$ cat src/rtl/spi_ram_pkg.sv
// Shared definitions for the SPI RAM master: command codes, state encodings
// and sizing helpers.
package spi_ram_pkg;

  localparam int unsigned CMD_W = 3;

  localparam logic [CMD_W-1:0] WR_ADDR = 3'b000;
  localparam logic [CMD_W-1:0] WR_DATA = 3'b001;
  localparam logic [CMD_W-1:0] RD_ADDR = 3'b110;
  localparam logic [CMD_W-1:0] RD_DATA = 3'b111;

  // Per-frame states. GAP is owned by the sequencer, not the frame engine.
  typedef enum logic [2:0] {
    IDLE,
    START,
    SHIFT,
    WAIT,
    CAPTURE,
    GAP
  } state_e;

  // Transaction-level phases of the top-level sequencer.
  typedef enum logic [1:0] {
    PH_IDLE,
    PH_FRAME,
    PH_GAP
  } phase_e;

  // Number of bits serialised on MOSI in one frame: command plus payload.
  function automatic int unsigned frame_bits(input int unsigned addr_size);
    return CMD_W + addr_size;
  endfunction

  // Counter width able to count 0 .. N-1 for the longest timed interval.
  function automatic int unsigned cnt_width(input int unsigned addr_size,
                                            input int unsigned rd_wait,
                                            input int unsigned gap_cycles);
    int unsigned m;
    m = frame_bits(addr_size);
    if (rd_wait > m) m = rd_wait;
    if (gap_cycles > m) m = gap_cycles;
    return $clog2(m);
  endfunction

endpackage

$ cat src/rtl/spi_ram_frame_engine.sv
// Executes one SPI frame: START, SHIFT of {cmd, payload}, and for read-data
// frames WAIT followed by CAPTURE of ADDR_SIZE bits from MISO.
module spi_ram_frame_engine
  import spi_ram_pkg::*;
#(
  parameter int unsigned ADDR_SIZE = 8,
  parameter int unsigned RD_WAIT   = 1,
  parameter int unsigned CNT_W     = 4
) (
  input  logic                 clk,
  input  logic                 rst_n,
  input  logic                 start_i,
  input  logic [CMD_W-1:0]     cmd_i,
  input  logic [ADDR_SIZE-1:0] payload_i,
  input  logic                 miso_i,
  output logic                 ss_n_o,
  output logic                 mosi_o,
  output logic                 done_o,
  output logic [ADDR_SIZE-1:0] rdata_o
);

  localparam int unsigned      FRAME_BITS = frame_bits(ADDR_SIZE);
  localparam logic [CNT_W-1:0] SHIFT_LAST = CNT_W'(FRAME_BITS - 1);
  localparam logic [CNT_W-1:0] WAIT_LAST  = CNT_W'((RD_WAIT == 0) ? 0 : RD_WAIT - 1);
  localparam logic [CNT_W-1:0] CAP_LAST   = CNT_W'(ADDR_SIZE - 1);

  state_e                  state_q, state_d;
  logic [CNT_W-1:0]        cnt_q, cnt_d;
  logic [FRAME_BITS-1:0]   sh_q, sh_d;
  logic [ADDR_SIZE-1:0]    rx_q, rx_d;
  logic                    rd_q, rd_d;
  logic [ADDR_SIZE-1:0]    cap_word;

  // Word as it will stand after this cycle's MISO sample.
  assign cap_word = {rx_q[ADDR_SIZE-2:0], miso_i};

  // Next-state logic for the frame sequencing, shift and capture registers.
  always_comb begin
    // NOTE: every signal gets a default before the case so no path leaves it unassigned, which would infer a latch.
    state_d = state_q;
    cnt_d   = cnt_q + 1'b1;
    sh_d    = sh_q;
    rx_d    = rx_q;
    rd_d    = rd_q;
    done_o  = 1'b0;
    unique case (state_q)
      IDLE: begin
        cnt_d = '0;
        if (start_i) begin
          state_d = START;
          sh_d    = {cmd_i, payload_i};
          rd_d    = (cmd_i == RD_DATA);
        end
      end
      START: begin
        state_d = SHIFT;
        cnt_d   = '0;
      end
      SHIFT: begin
        sh_d = {sh_q[FRAME_BITS-2:0], 1'b0};
        if (cnt_q == SHIFT_LAST) begin
          cnt_d = '0;
          if (!rd_q) begin
            state_d = IDLE;
            done_o  = 1'b1;
          end else if (RD_WAIT == 0) begin
            state_d = CAPTURE;
          end else begin
            state_d = WAIT;
          end
        end
      end
      WAIT: begin
        if (cnt_q == WAIT_LAST) begin
          cnt_d   = '0;
          state_d = CAPTURE;
        end
      end
      CAPTURE: begin
        rx_d = cap_word;
        if (cnt_q == CAP_LAST) begin
          cnt_d   = '0;
          state_d = IDLE;
          done_o  = 1'b1;
        end
      end
      default: begin
        cnt_d   = '0;
        state_d = IDLE;
      end
    endcase
  end

  // State and datapath registers; reset abandons any frame in flight.
  always_ff @(posedge clk or negedge rst_n) begin
    if (!rst_n) begin
      // NOTE: rx_q is a plain register, so clearing it on reset is cheap and discards partial captures.
      state_q <= IDLE;
      cnt_q   <= '0;
      sh_q    <= '0;
      rx_q    <= '0;
      rd_q    <= 1'b0;
    end else begin
      // NOTE: non-blocking assignments so every register samples pre-edge values.
      state_q <= state_d;
      cnt_q   <= cnt_d;
      sh_q    <= sh_d;
      rx_q    <= rx_d;
      rd_q    <= rd_d;
    end
  end

  assign ss_n_o  = (state_q == IDLE);
  assign mosi_o  = (state_q == SHIFT) && sh_q[FRAME_BITS-1];
  assign rdata_o = cap_word;

endmodule

$ cat src/rtl/spi_ram_master.sv
// Memory-level request front end for the SPI RAM slave. Each accepted request
// becomes two frames (address then data) separated by SS_n-high gaps.
module spi_ram_master
  import spi_ram_pkg::*;
#(
  parameter int unsigned ADDR_SIZE  = 8,
  parameter int unsigned GAP_CYCLES = 2,
  parameter int unsigned RD_WAIT    = 1
) (
  input  logic                 SCK,
  input  logic                 rst_n,
  input  logic                 req_valid,
  output logic                 req_ready,
  input  logic                 req_rw,
  input  logic [ADDR_SIZE-1:0] req_addr,
  input  logic [ADDR_SIZE-1:0] req_wdata,
  output logic                 rsp_valid,
  output logic [ADDR_SIZE-1:0] rsp_rdata,
  output logic                 busy,
  output logic                 SS_n,
  output logic                 MOSI,
  input  logic                 MISO
);

  localparam int unsigned      CNT_W    = cnt_width(ADDR_SIZE, RD_WAIT, GAP_CYCLES);
  localparam logic [CNT_W-1:0] GAP_LAST = CNT_W'(GAP_CYCLES - 1);

  phase_e               phase_q, phase_d;
  logic                 second_q, second_d;
  logic                 rw_q, rw_d;
  logic [ADDR_SIZE-1:0] wdata_q, wdata_d;
  logic [CNT_W-1:0]     gap_cnt_q, gap_cnt_d;
  logic                 rsp_valid_q, rsp_valid_d;
  logic [ADDR_SIZE-1:0] rsp_rdata_q, rsp_rdata_d;

  logic                 eng_start;
  logic [CMD_W-1:0]     eng_cmd;
  logic [ADDR_SIZE-1:0] eng_payload;
  logic                 eng_done;
  logic [ADDR_SIZE-1:0] eng_rdata;

  // Sequencer: accept, run the address frame, gap, data frame, gap, respond.
  // The address is taken straight from req_addr into the engine's shift
  // register on the accept edge, so only rw and wdata need holding here.
  always_comb begin
    phase_d     = phase_q;
    second_d    = second_q;
    rw_d        = rw_q;
    wdata_d     = wdata_q;
    gap_cnt_d   = gap_cnt_q;
    rsp_valid_d = 1'b0;
    rsp_rdata_d = rsp_rdata_q;
    eng_start   = 1'b0;
    eng_cmd     = WR_ADDR;
    eng_payload = '0;
    unique case (phase_q)
      PH_IDLE: begin
        if (req_valid) begin
          phase_d     = PH_FRAME;
          second_d    = 1'b0;
          rw_d        = req_rw;
          wdata_d     = req_wdata;
          eng_start   = 1'b1;
          eng_cmd     = req_rw ? RD_ADDR : WR_ADDR;
          eng_payload = req_addr;
        end
      end
      PH_FRAME: begin
        if (eng_done) begin
          phase_d   = PH_GAP;
          gap_cnt_d = '0;
          if (second_q) begin
            rsp_valid_d = 1'b1;
            if (rw_q) rsp_rdata_d = eng_rdata;
          end
        end
      end
      PH_GAP: begin
        gap_cnt_d = gap_cnt_q + 1'b1;
        if (gap_cnt_q == GAP_LAST) begin
          gap_cnt_d = '0;
          if (second_q) begin
            phase_d = PH_IDLE;
          end else begin
            phase_d     = PH_FRAME;
            second_d    = 1'b1;
            eng_start   = 1'b1;
            eng_cmd     = rw_q ? RD_DATA : WR_DATA;
            eng_payload = rw_q ? '0 : wdata_q;
          end
        end
      end
      default: phase_d = PH_IDLE;
    endcase
  end

  // Sequencer and response registers.
  always_ff @(posedge SCK or negedge rst_n) begin
    if (!rst_n) begin
      phase_q     <= PH_IDLE;
      second_q    <= 1'b0;
      rw_q        <= 1'b0;
      wdata_q     <= '0;
      gap_cnt_q   <= '0;
      rsp_valid_q <= 1'b0;
      rsp_rdata_q <= '0;
    end else begin
      phase_q     <= phase_d;
      second_q    <= second_d;
      rw_q        <= rw_d;
      wdata_q     <= wdata_d;
      gap_cnt_q   <= gap_cnt_d;
      rsp_valid_q <= rsp_valid_d;
      rsp_rdata_q <= rsp_rdata_d;
    end
  end

  spi_ram_frame_engine #(
    .ADDR_SIZE (ADDR_SIZE),
    .RD_WAIT   (RD_WAIT),
    .CNT_W     (CNT_W)
  ) u_engine (
    .clk       (SCK),
    .rst_n     (rst_n),
    .start_i   (eng_start),
    .cmd_i     (eng_cmd),
    .payload_i (eng_payload),
    .miso_i    (MISO),
    .ss_n_o    (SS_n),
    .mosi_o    (MOSI),
    .done_o    (eng_done),
    .rdata_o   (eng_rdata)
  );

  assign req_ready = (phase_q == PH_IDLE);
  assign busy      = !req_ready;
  assign rsp_valid = rsp_valid_q;
  assign rsp_rdata = rsp_rdata_q;

endmodule

$ cat config.mk
export PLATFORM = sky130hd
export DESIGN_NAME = spi_ram_master
export DESIGN_NICKNAME = d
export VERILOG_FILES = /design/src/rtl/spi_ram_pkg.sv /design/src/rtl/spi_ram_frame_engine.sv /design/src/rtl/spi_ram_master.sv
export SDC_FILE = /design/constraint.sdc
export NUM_CORES = 1
export LEC_CHECK = 0
export CAP_MARGIN = 20
export CELL_PAD_IN_SITES_DETAIL_PLACEMENT = 2
export CELL_PAD_IN_SITES_GLOBAL_PLACEMENT = 2
export CORE_MARGIN = 5
export CORE_UTILIZATION = 35
export CTS_CLUSTER_DIAMETER = 120
export DETAILED_ROUTE_END_ITERATION = 8
export DONT_BUFFER_PORTS = 1
export GPL_TIMING_DRIVEN = 0
export PLACE_DENSITY_LB_ADDON = 0.1
export SLEW_MARGIN = 25
export SYNTH_ARGS = -nofsm -noshare
export SYNTH_HDL_FRONTEND = slang
export SYNTH_SLANG_ARGS = --single-unit
$ cat constraint.sdc
create_clock -name SCK -period 2.65 [get_ports SCK]
set_input_delay 0.265 -clock SCK [delete_from_list [all_inputs] [get_ports SCK]]
set_output_delay 0.265 -clock SCK [all_outputs]
set_load 0.01 [all_outputs]
==> run summary <==
Final Wtd Congestion: 0.7497
Chip Width: 92.83 µm
Rel. slew slack: 0.4392
Setup crit end kind: flop
CP max stage delay: 0.55 ns
clk buf depth: 2
Syn Nets: 248
Static Leak: 0.001138 µW
initial antenna violation count: 0
DR vias/cell: 5.522
synthesized flop and latch total: 51
Top delay family on crit path: simple AND/OR/NAND/NOR gates
Critical Path RT: 2.84 ns
routed vias: 1,723
crit-path max FO: 10
crit path DAT: 2.48 ns
Area contributors post-synth: dfrtp_1, mux2_2, nand2_1, a21oi_1, a221o_1
H-tree Lvls: 2
CTS tree: yes
drt drc: 0
largest net degree at the start of global routing: 52
row count: 30
routed len/inst: 18.58 µm
unrepaired setup endpoints after global routing: no
Routed WL: 5.796 mm
VDD IR max: 0.1745 mV
Reg clk slew, reported paths: 0.10 ns
CTS Buf Count: 5
max-slew violations: 0
fin crit period: 2.287 ns
clock root buffer: clkbuf_8
Fillers: 713
total iterations of the first detailed-routing run: 4
Mapped Avg Cell Area: 10.82 µm²
Finish-stage setup viols: 0
Core Area: 0.006719 mm²
die area: 0.008616 mm²
CTS Sinks: 51
post-detail-place hpwl: 4.205 mm
worst path cell trace: inv_1, ha_1, nor4b_1, and2_1, o31ai_2, a221o_1
worst slew pin tran: 0.8362 ns
1st-iter DRT viols: 49
clk_skew: 0.009652 ns
CP Class: reg2reg
Clk Latency, worst-skew pair: 0.30 ns
Max Clk Rate: 437.2 MHz
Pwr Total: 1307 µW
Top FF cell, synth: dfrtp_1
synth unique cells: 39
top-area cell type share of the netlist area: 0.5315
Multi-input gate area: 0.001059 mm²
ANT nets after route: 0
endpoints failing hold: 0
vias in the first global route: 1,958
Die Y-Extent: 92.83 µm
Slowest cell on crit path: nor4b_1
IO Port Bufs: 0
Layout Nets: 257
Global Route Usage Sum: 0.1412
asr flop ratio synth: 1.000
sum of buffers and inverters on the critical path: 1
Setup Total Neg Slack: 0 ns
Post-Place Cells: 302
pwr/cell area: 493.7 mW/mm²
Max-cap violations: 0
share of cells above drive strength 1: 0.1466
first-pass GRT wire length: 9.860 mm
Area Growth Syn to Fin: 10.27%
global route overflow: 0
num ports: 34
Post-synth EDFFs: 0
Mapped Cells: 222
CP Launch Type: flop
Synth Cell Area: 0.002401 mm²
Yosys warning count: 0
largest area contributor in the netlist: dfrtp_1
ratio of final minimum period to clock period: 0.8631
register area share after synthesis: 0.5315
Reg area: 0.001276 mm²
fin cells: 312
worst min path class: in2reg
Starting Density: 0.3574
ANT cells: 0
status: completed
[final timing paths]
kind                                       start               end  slack, ns  depth (start not counted)
worst max-delay path                gap_cnt_q[1]  u_engine.sh_q[5]       0.36                          6
worst min-delay path                        MISO  u_engine.rx_q[0]       0.07                          2
worst max register to register      gap_cnt_q[1]  u_engine.sh_q[5]       0.36                          6
worst min register to register  u_engine.rx_q[1]  u_engine.rx_q[2]       0.51                          2
max in group asynchronous                  rst_n  u_engine.rx_q[6]       1.94                          2
min in group asynchronous                  rst_n         rsp_valid       0.46                          2
[placed cells by master, fill, tap and decap left out, types with 3 or more instances in the layout]
| master | instances |
|---|---|
| mux2_2 | 17 |
| a21oi_1 | 14 |
| clkbuf_1 | 5 |
| o21ai_0 | 11 |
| nand3_1 | 3 |
| dfrtp_1 | 51 |
| nand2b_1 | 6 |
| inv_1 | 8 |
| nand2_1 | 37 |
| nor2_1 | 9 |
| ha_1 | 5 |
| nand3b_1 | 9 |
| clkbuf_8 | 6 |
| and3_1 | 3 |
| and2_1 | 3 |
| nor2b_1 | 3 |
| a221o_1 | 7 |
[power by group]
part	leakage, µW	total [µW]	switching (µW)	internal (µW)
clock network	0.0000474	482	268	214
registers	0.000641	793	6.27	786
logic	0.000449	32.3	20.1	12.1
total	0.00114	1310	295	1010
[through the flow]
step	cell area [µm²]	worst slack (ns)	hold WS [ns]	utilization
after floorplan	2401	0.6363	-0.03059	-
after global placement	2501	0.2849	-0.02881	0.3723
after detailed placement	2501	0.2193	-0.02861	0.3723
after CTS	2638	0.1717	0.06347	0.3926
after global routing	2648	0.1610	0.07133	0.3940
final	2648	0.3627	0.07140	0.3940
[state kept, by name, summed over array words and instances (netlist names)]
signal            cells
u_engine.rd_q         1
u_engine.state_q      3
rsp_rdata             8
u_engine.cnt_q        4
gap_cnt_q             4
wdata_q               8
phase_q               2
u_engine.sh_q        11
u_engine.rx_q         7
rw_q                  1
rsp_valid             1
second_q              1
[cell type report]
class	instances	area share
plain buffers	8	0.01749
clock buffers	6	0.03119
clock inverters	2	0.006144
inverters	8	0.01134
multi-input cells	155	0.3998
flip-flops and latches	51	0.4820
well taps	80	0.03781
repair buffers	2	0.01418
[cell usage after synthesis (5+ instances only)]
library cell  count
a21oi_1          14
a221o_1           7
clkbuf_1          5
dfrtp_1          51
ha_1              5
inv_1             8
mux2_2           17
nand2_1          37
nand2b_1          6
nand3b_1          9
nor2_1            9
o21ai_0          11
[kinds of logic after synthesis]
kind of cell	count (synthesis)	share of synthesized area
adders and majority gates	5	0.02606
and+or+nand+nor	87	0.1928
muxes	17	0.07973
buffers and inverters	16	0.03179
AOI/OAI and AO/OA	44	0.1308
DFF	51	0.5315
xor gates and xnor gates	2	0.007297
[worst reg2reg max path, stage by stage (launching register included)]
cell and delay [ns]:
dfrtp_1 0.41, inv_1 0.09, ha_1 0.16, nor4b_1 0.55, and2_1 0.34, o31ai_2 0.20
a221o_1 0.42
[timing repair]
item | CTS | global route
hold buffers | 2 | 0
endpoints found under the hold margin | 51 | 0
endpoints found under the setup margin | 0 | 4
setup buffers | 0 | 0
resized for setup | 0 | 1
[layer usage]
layer	routed length, µm	part of all wire	up-vias	GRT usage
met4	36	0.0062	0	0.02564
met2	3022	0.52	35	0.2478
met1	2574	0.44	883	0.1815
met5	0	0	-	0
met3	164	0.028	4	0.02762
li1	-	-	801	-
No activity file was read; power rests on OpenSTA's default activity.
